===== config.mk =====
export PLATFORM = sky130hd
export DESIGN_NAME = float_div_seq
export DESIGN_NICKNAME = d
export VERILOG_FILES = /design/src/rtl/float_pack.sv /design/src/rtl/float_mant_divider.sv /design/src/rtl/float_div_seq.sv
export SDC_FILE = /design/constraint.sdc
export NUM_CORES = 1
export LEC_CHECK = 0
export ABC_AREA = 1
export CAP_MARGIN = 30
export CORE_MARGIN = 5
export CORE_UTILIZATION = 56
export DETAILED_ROUTE_END_ITERATION = 10
export PLACE_DENSITY = 0.8
export SYNTH_ARGS = -nofsm -noshare
export SYNTH_HDL_FRONTEND = slang
export SYNTH_SLANG_ARGS = --single-unit

===== constraint.sdc =====
create_clock -name clk -period 3.98 [get_ports clk]
set_clock_uncertainty 0.05 [all_clocks]
set_input_delay 0.597 -clock clk [delete_from_list [all_inputs] [get_ports clk]]
set_output_delay 0.597 -clock clk [all_outputs]
set_load 0.01 [all_outputs]

===== src/rtl/float_pack.sv =====
// Reduced float format shared by the coprocessor arithmetic blocks.
// Field widths come from TB_MANT_SIZE / TB_EXP_SIZE, defaulting to 8 / 4.
`ifndef TB_MANT_SIZE
`define TB_MANT_SIZE 8
`endif
`ifndef TB_EXP_SIZE
`define TB_EXP_SIZE 4
`endif

package float_pack;

  localparam int N_mantisse = `TB_MANT_SIZE;
  localparam int N_exposant = `TB_EXP_SIZE;

  typedef struct packed {
    logic                  signe;
    logic [N_exposant-1:0] exposant;
    logic [N_mantisse-1:0] mantisse;
  } float;

  typedef enum logic [1:0] {
    IDLE = 2'd0,
    CALC = 2'd1,
    NORM = 2'd2,
    DONE = 2'd3
  } div_state_t;

  // Exponent bias, held at the signed working width of the divider.
  localparam logic [N_exposant+1:0] D_e = (N_exposant+2)'((32'sd1 <<< (N_exposant-1)) - 32'sd1);

  localparam float FLOAT_ZERO = '{signe: 1'b0, exposant: {N_exposant{1'b0}}, mantisse: {N_mantisse{1'b0}}};
  localparam float FLOAT_MAX  = '{signe: 1'b0,
                                  exposant: {{(N_exposant-1){1'b1}}, 1'b0},
                                  mantisse: {N_mantisse{1'b1}}};

  function automatic logic float_is_zero(input float f);
    return (f.exposant == {N_exposant{1'b0}});
  endfunction

endpackage


===== src/rtl/float_mant_divider.sv =====
// Restoring mantissa divider: one quotient bit per cycle, N_mantisse+2 bits total.
// The first bit is resolved on the load edge itself, straight from the inputs.
module float_mant_divider
  import float_pack::*;
(
  input  logic                  clk,
  input  logic                  reset,
  input  logic                  load,
  input  logic [N_mantisse:0]   dividend,
  input  logic [N_mantisse:0]   divisor,
  output logic [N_mantisse+1:0] quotient,
  output logic                  done
);

  localparam int QW = N_mantisse + 2;
  localparam int CW = $clog2(QW + 1);
  localparam logic [CW-1:0] CNT_LAST = CW'(QW);

  logic [QW-1:0]       rem_r;
  logic [QW-1:0]       q_r;
  logic [N_mantisse:0] div_r;
  logic [CW-1:0]       cnt_r;

  logic [QW-1:0] cur_rem_s;
  logic [QW-1:0] cur_div_s;
  logic [QW-1:0] diff_s;
  logic [QW-1:0] step_rem_s;
  logic          step_bit_s;

  // One shift/subtract step, fed from the inputs on load and from the registers otherwise.
  always_comb begin
    if (load) begin
      cur_rem_s = {1'b0, dividend};
      cur_div_s = {1'b0, divisor};
    end else begin
      cur_rem_s = rem_r;
      cur_div_s = {1'b0, div_r};
    end
    step_bit_s = (cur_rem_s >= cur_div_s);
    if (step_bit_s) begin
      diff_s = cur_rem_s - cur_div_s;
    end else begin
      diff_s = cur_rem_s;
    end
    step_rem_s = diff_s << 1;
  end

  // Remainder, quotient and step counter; counter at zero means no division in flight.
  always_ff @(posedge clk) begin
    if (reset) begin
      rem_r <= {QW{1'b0}};
      q_r   <= {QW{1'b0}};
      div_r <= {(N_mantisse+1){1'b0}};
      cnt_r <= {CW{1'b0}};
    end else if (load) begin
      rem_r <= step_rem_s;
      q_r   <= {{(QW-1){1'b0}}, step_bit_s};
      div_r <= divisor;
      cnt_r <= CW'(1);
    end else if ((cnt_r != {CW{1'b0}}) && (cnt_r != CNT_LAST)) begin
      rem_r <= step_rem_s;
      q_r   <= {q_r[QW-2:0], step_bit_s};
      cnt_r <= cnt_r + CW'(1);
    end
  end

  assign quotient = q_r;
  assign done     = (cnt_r == CNT_LAST);

endmodule


===== src/rtl/float_div_seq.sv =====
// Sequential float divider with start/busy/valid handshake.
// Define FLOAT_DIV_EARLY_OUT_EN to let zero-operand cases bypass CALC/NORM.
module float_div_seq
  import float_pack::*;
(
  input  logic clk,
  input  logic reset,
  input  logic start,
  input  float op1,
  input  float op2,
  output logic busy,
  output logic valid,
  output float result
);

  localparam logic [N_exposant+1:0] E_ONE = (N_exposant+2)'(1);
  localparam logic [N_exposant+1:0] E_TOP = {2'b00, FLOAT_MAX.exposant};

  div_state_t state_r;
  div_state_t state_next_s;
  float       op1_r;
  float       op2_r;
  float       result_r;
  float       result_s;
  logic       busy_r;
  logic       valid_r;
  logic       load_s;
  logic       early_s;

  logic [N_mantisse+1:0] quotient_s;
  logic                  div_done_s;

  float_mant_divider u_mant_div (
    .clk      (clk),
    .reset    (reset),
    .load     (load_s),
    .dividend ({1'b1, op1.mantisse}),
    .divisor  ({1'b1, op2.mantisse}),
    .quotient (quotient_s),
    .done     (div_done_s)
  );

  function automatic float div_result(input float a, input float b, input logic [N_mantisse+1:0] q);
    float                         r;
    logic                         norm;
    logic signed [N_exposant+1:0] e;
    r    = FLOAT_ZERO;
    norm = ~q[N_mantisse+1];
    e    = $signed({2'b00, a.exposant}) - $signed({2'b00, b.exposant}) + $signed(D_e)
         - $signed({{(N_exposant+1){1'b0}}, norm});
    if (float_is_zero(a)) begin
      r = FLOAT_ZERO;
    end else if (float_is_zero(b)) begin
      r = FLOAT_MAX;
    end else if (e < $signed(E_ONE)) begin
      r = FLOAT_ZERO;
    end else if (e > $signed(E_TOP)) begin
      r = FLOAT_MAX;
    end else begin
      r.exposant = e[N_exposant-1:0];
      r.mantisse = norm ? q[N_mantisse-1:0] : q[N_mantisse:1];
    end
    r.signe = a.signe ^ b.signe;
    return r;
  endfunction

  // Next-state logic; a start in DONE is taken just like one in IDLE.
  always_comb begin
    state_next_s = state_r;
    load_s       = 1'b0;
    early_s      = 1'b0;
    case (state_r)
      IDLE, DONE: begin
        if (start) begin
`ifdef FLOAT_DIV_EARLY_OUT_EN
          if (float_is_zero(op1) || float_is_zero(op2)) begin
            state_next_s = DONE;
            early_s      = 1'b1;
          end else begin
            state_next_s = CALC;
            load_s       = 1'b1;
          end
`else
          state_next_s = CALC;
          load_s       = 1'b1;
`endif
        end else begin
          state_next_s = IDLE;
        end
      end
      CALC: begin
        if (div_done_s) begin
          state_next_s = NORM;
        end else begin
          state_next_s = CALC;
        end
      end
      NORM:    state_next_s = DONE;
      default: state_next_s = IDLE;
    endcase
  end

  // Early-out results come straight from the inputs; the rest from the latched operands.
  always_comb begin
    if (early_s) begin
      result_s = div_result(op1, op2, quotient_s);
    end else begin
      result_s = div_result(op1_r, op2_r, quotient_s);
    end
  end

  // State, operand latch and registered handshake/result outputs.
  always_ff @(posedge clk) begin
    if (reset) begin
      state_r  <= IDLE;
      busy_r   <= 1'b0;
      valid_r  <= 1'b0;
      result_r <= FLOAT_ZERO;
      op1_r    <= FLOAT_ZERO;
      op2_r    <= FLOAT_ZERO;
    end else begin
      state_r <= state_next_s;
      busy_r  <= (state_next_s == CALC) || (state_next_s == NORM);
      valid_r <= (state_next_s == DONE);
      if (state_next_s == DONE) begin
        result_r <= result_s;
      end
      if (load_s || early_s) begin
        op1_r <= op1;
        op2_r <= op2;
      end
    end
  end

  assign busy   = busy_r;
  assign valid  = valid_r;
  assign result = result_r;

endmodule

==> out/metrics.cfg <==
[floorplan]
die_w_um=89.4
rows=29
io_pins=44
core_area_um2=6240
initial_core_util_pct=56.6
fp.dieH_um=89.4
die_area_um2=7990

[pwr]
powerDensity_nw_per_um2=489
power.switching_mw=0.831
clock_power_share_pct=23.9
combPwrFrac_pct=42.3
power.total_mw=2.04
p_int_mw=1.21
switching_share_pct=40.6
p_leak_nw=2.01
power_frac_seq_pct=33.8
ir_drop_v=0.000261

[clocking]
root_buffer=clkbuf_8
cts.sinks=59
clk_latency_ns=0.34
numCtsBuffers=9
cts_buffer_depth=2
postCtsSetupRepairBufs=0
hold_buffers=0
cts_tree=done
post_cts_resize_count=0
clkTransAtPathRegs_ns=0.07
htreeDepth=3

[synthesis]
synth_area_um2=3530
yosysSeqAreaShare_pct=33.5
ys_types=36
syn_nets=571
synth-edff-count=0
ys_ff_latch=59
synth_flop_cell=dfxtp_1
postSynthAreaPerCell_um2=6.84
async_flop_share_pct=0
synth_cells=516
yosysWarnings=0

[finish]
drive_above_1_share_pct=7.66
nFillCells=553
areaGrowthSynthToFinish_pct=18.5
antenna_cells=0
layout_common_cells=nand2_1 (135), inv_1 (66), dfxtp_1 (59), nor2_1 (54), clkdlybuf4s50_1 (43)
layout_commonest_cell=nand2_1
nets=611

[setup_path]
cp_max_fo=18
endpoint_kind=flip-flop
path_buf_inv=4
rrSetupSlack_ns=0.70
cp_cell_sequence=inv_1 -> ha_1 -> nand2_4 -> inv_1 -> or2_2 -> o21ai_0 -> inv_1 -> ha_1 -> fa_1 -> nor3_4 -> nor2_8 -> nand2_4 -> nand3_1 -> nand3_1 -> nand2_1 -> inv_1
cp-start-kind=flip-flop
reg2regPathDepth=16
max_stage_delay_ns=0.48
critPathArrivalTime_ns=3.51
crit_type=reg2reg
critPathMostFrequentCell=inv_1
reg2reg_from=state_r[0]
required_ns=4.21
cp_top_family=simple AND/OR/NAND/NOR gates
rr_endpoint=u_mant_div.rem_r[8]
slowest_stage=fa_1

[sta]
fin_crit_ns=3.28
fin_tns_setup_ns=0
tightestPinTransition_ns=0.609
final.period_utilization_pct=82.5
slew_headroom_pct=59.3
max_freq_ghz=0.305
grt_setup_unrepaired=no
setup_viol=0
final_hold_viol_count=0
drv_slew=0

[min_path]
whs_path_depth=2
min_path_type=reg2reg
min_to=result[3]
worstHoldStart=result[3]

[job]
cap_violations=0

[route]
drc_errors=0
drt_iter0_markers=123
drt_wl_total_mm=7.91
drtAntennaViolNets=0
firstDrtPassIters=4
wl_per_cell_um=12.4
via_per_inst=5.11
via_count=3261

[grt]
gr-total-overflow=0
grtUsageTotal_pct=21.5
grt_pass1_vias=3070
grt_first_pass_wirelength_mm=13.4
antenna_found_initial=0
grt_max_degree=36

[placed_design]
gp_congestion=0.861
dp_hpwl_mm=5.83
port_buffers=43

[outcome]
outcome=finished clean

[flip-flops by register name, summed over array words and instances, names as in the netlist]
signal / count
busy: 1
op1_r: 5
op2_r: 5
result: 13
state_r: 2
u_mant_div.cnt_r: 4
u_mant_div.div_r: 9
u_mant_div.quotient: 10
u_mant_div.rem_r: 9
valid: 1
[cells in the mapped netlist (2+ instances only)]
cell type  instances  area share [%]
nand2_1          135              14
inv_1             66             7.0
nand3_1           20             2.8
nand4_1            3            0.53
a21oi_1           38             5.4
buf_2              6            0.85
o21a_1             2            0.43
xor2_1             4            0.99
fa_1               3             1.7
clkbuf_1          10             1.1
ha_1              23             8.2
a21boi_1           2            0.43
nor3_1             5            0.71
mux2i_1           10             2.8
xnor2_1            2            0.50
dfxtp_1           59              33
o21ai_0           41             5.8
nand3_2            3            0.85
or2_2              5            0.89
nand2_4            2            0.64
nand2_2            5            0.89
inv_2              3            0.32
nor2_2             2            0.35
clkinv_1           2            0.21
nor2_1            54             5.7
[cell type report]
cell class | count | area (um2) | area share [%]
clock buffers | 10 | 138 | 3.29
clock inverters | 6 | 41.3 | 0.987
inverters | 71 | 267 | 6.37
multi-input cells | 370 | 2010 | 48.2
flip-flops and latches | 59 | 1180 | 28.2
well taps | 77 | 96.3 | 2.30
repair buffers | 45 | 445 | 10.6
[worst max-delay path by stage]
stage,endpoint,startpoint,slack [ns],cells past startpoint
after floorplan,u_mant_div.rem_r[7],state_r[0],0.98,16
after global placement,u_mant_div.rem_r[5],start,0.53,19
after detailed placement,u_mant_div.rem_r[7],start,0.46,14
after CTS,u_mant_div.rem_r[2],state_r[0],0.71,16
after global routing,u_mant_div.rem_r[9],state_r[0],0.46,17
final,u_mant_div.rem_r[8],state_r[0],0.70,16
[cells by family after synthesis]
group	Yosys count	share of synthesized area [%]
AND/OR/NAND/NOR	241	30.0
AO/OA/AOI/OAI	87	12.9
buffers and inverters	87	9.47
flip-flops	59	33.5
adder cells (fa/ha/maj)	26	9.85
multiplexers	10	2.84
XOR/XNOR	6	1.49
[power by group through the flow]
stage	registers, mW	logic [mW]	clock network, mW
after floorplan	0.690	0.689	0
after global placement	0.701	0.832	0
after detailed placement	0.703	0.851	0
after CTS	0.690	0.858	0.500
after global routing	0.696	0.998	0.530
final	0.691	0.865	0.489
[per-stage QoR]
stage,area [um2],worst slack [ns],hold WS (ns),util (%),cells
final,4180,0.698,0.412,67.0,638
after global routing,4180,0.463,0.432,67.0,638
after CTS,4180,0.706,0.416,67.0,638
after detailed placement,4000,0.465,0.401,64.2,622
after global placement,4000,0.530,0.392,64.2,622
after floorplan,3530,0.984,0.380,-,516
[routing by layer]
layer,vias up,wire length (um),track usage (%)
met1,1473,3550,25.6
met4,0,97,8.80
met5,-,0,0
met2,65,3910,36.9
li1,1714,-,-
met3,9,352,5.16
[worst register-to-register path, stage by stage, from the launching register on]
cell	delay [ns]
dfxtp_1	0.34
inv_1	0.05
ha_1	0.36
nand2_4	0.10
inv_1	0.24
or2_2	0.36
o21ai_0	0.10
inv_1	0.07
ha_1	0.22
fa_1	0.48
nor3_4	0.31
nor2_8	0.09
nand2_4	0.14
nand3_1	0.11
nand3_1	0.09
nand2_1	0.05
inv_1	0.06
Power figures use the tool's default switching activity.
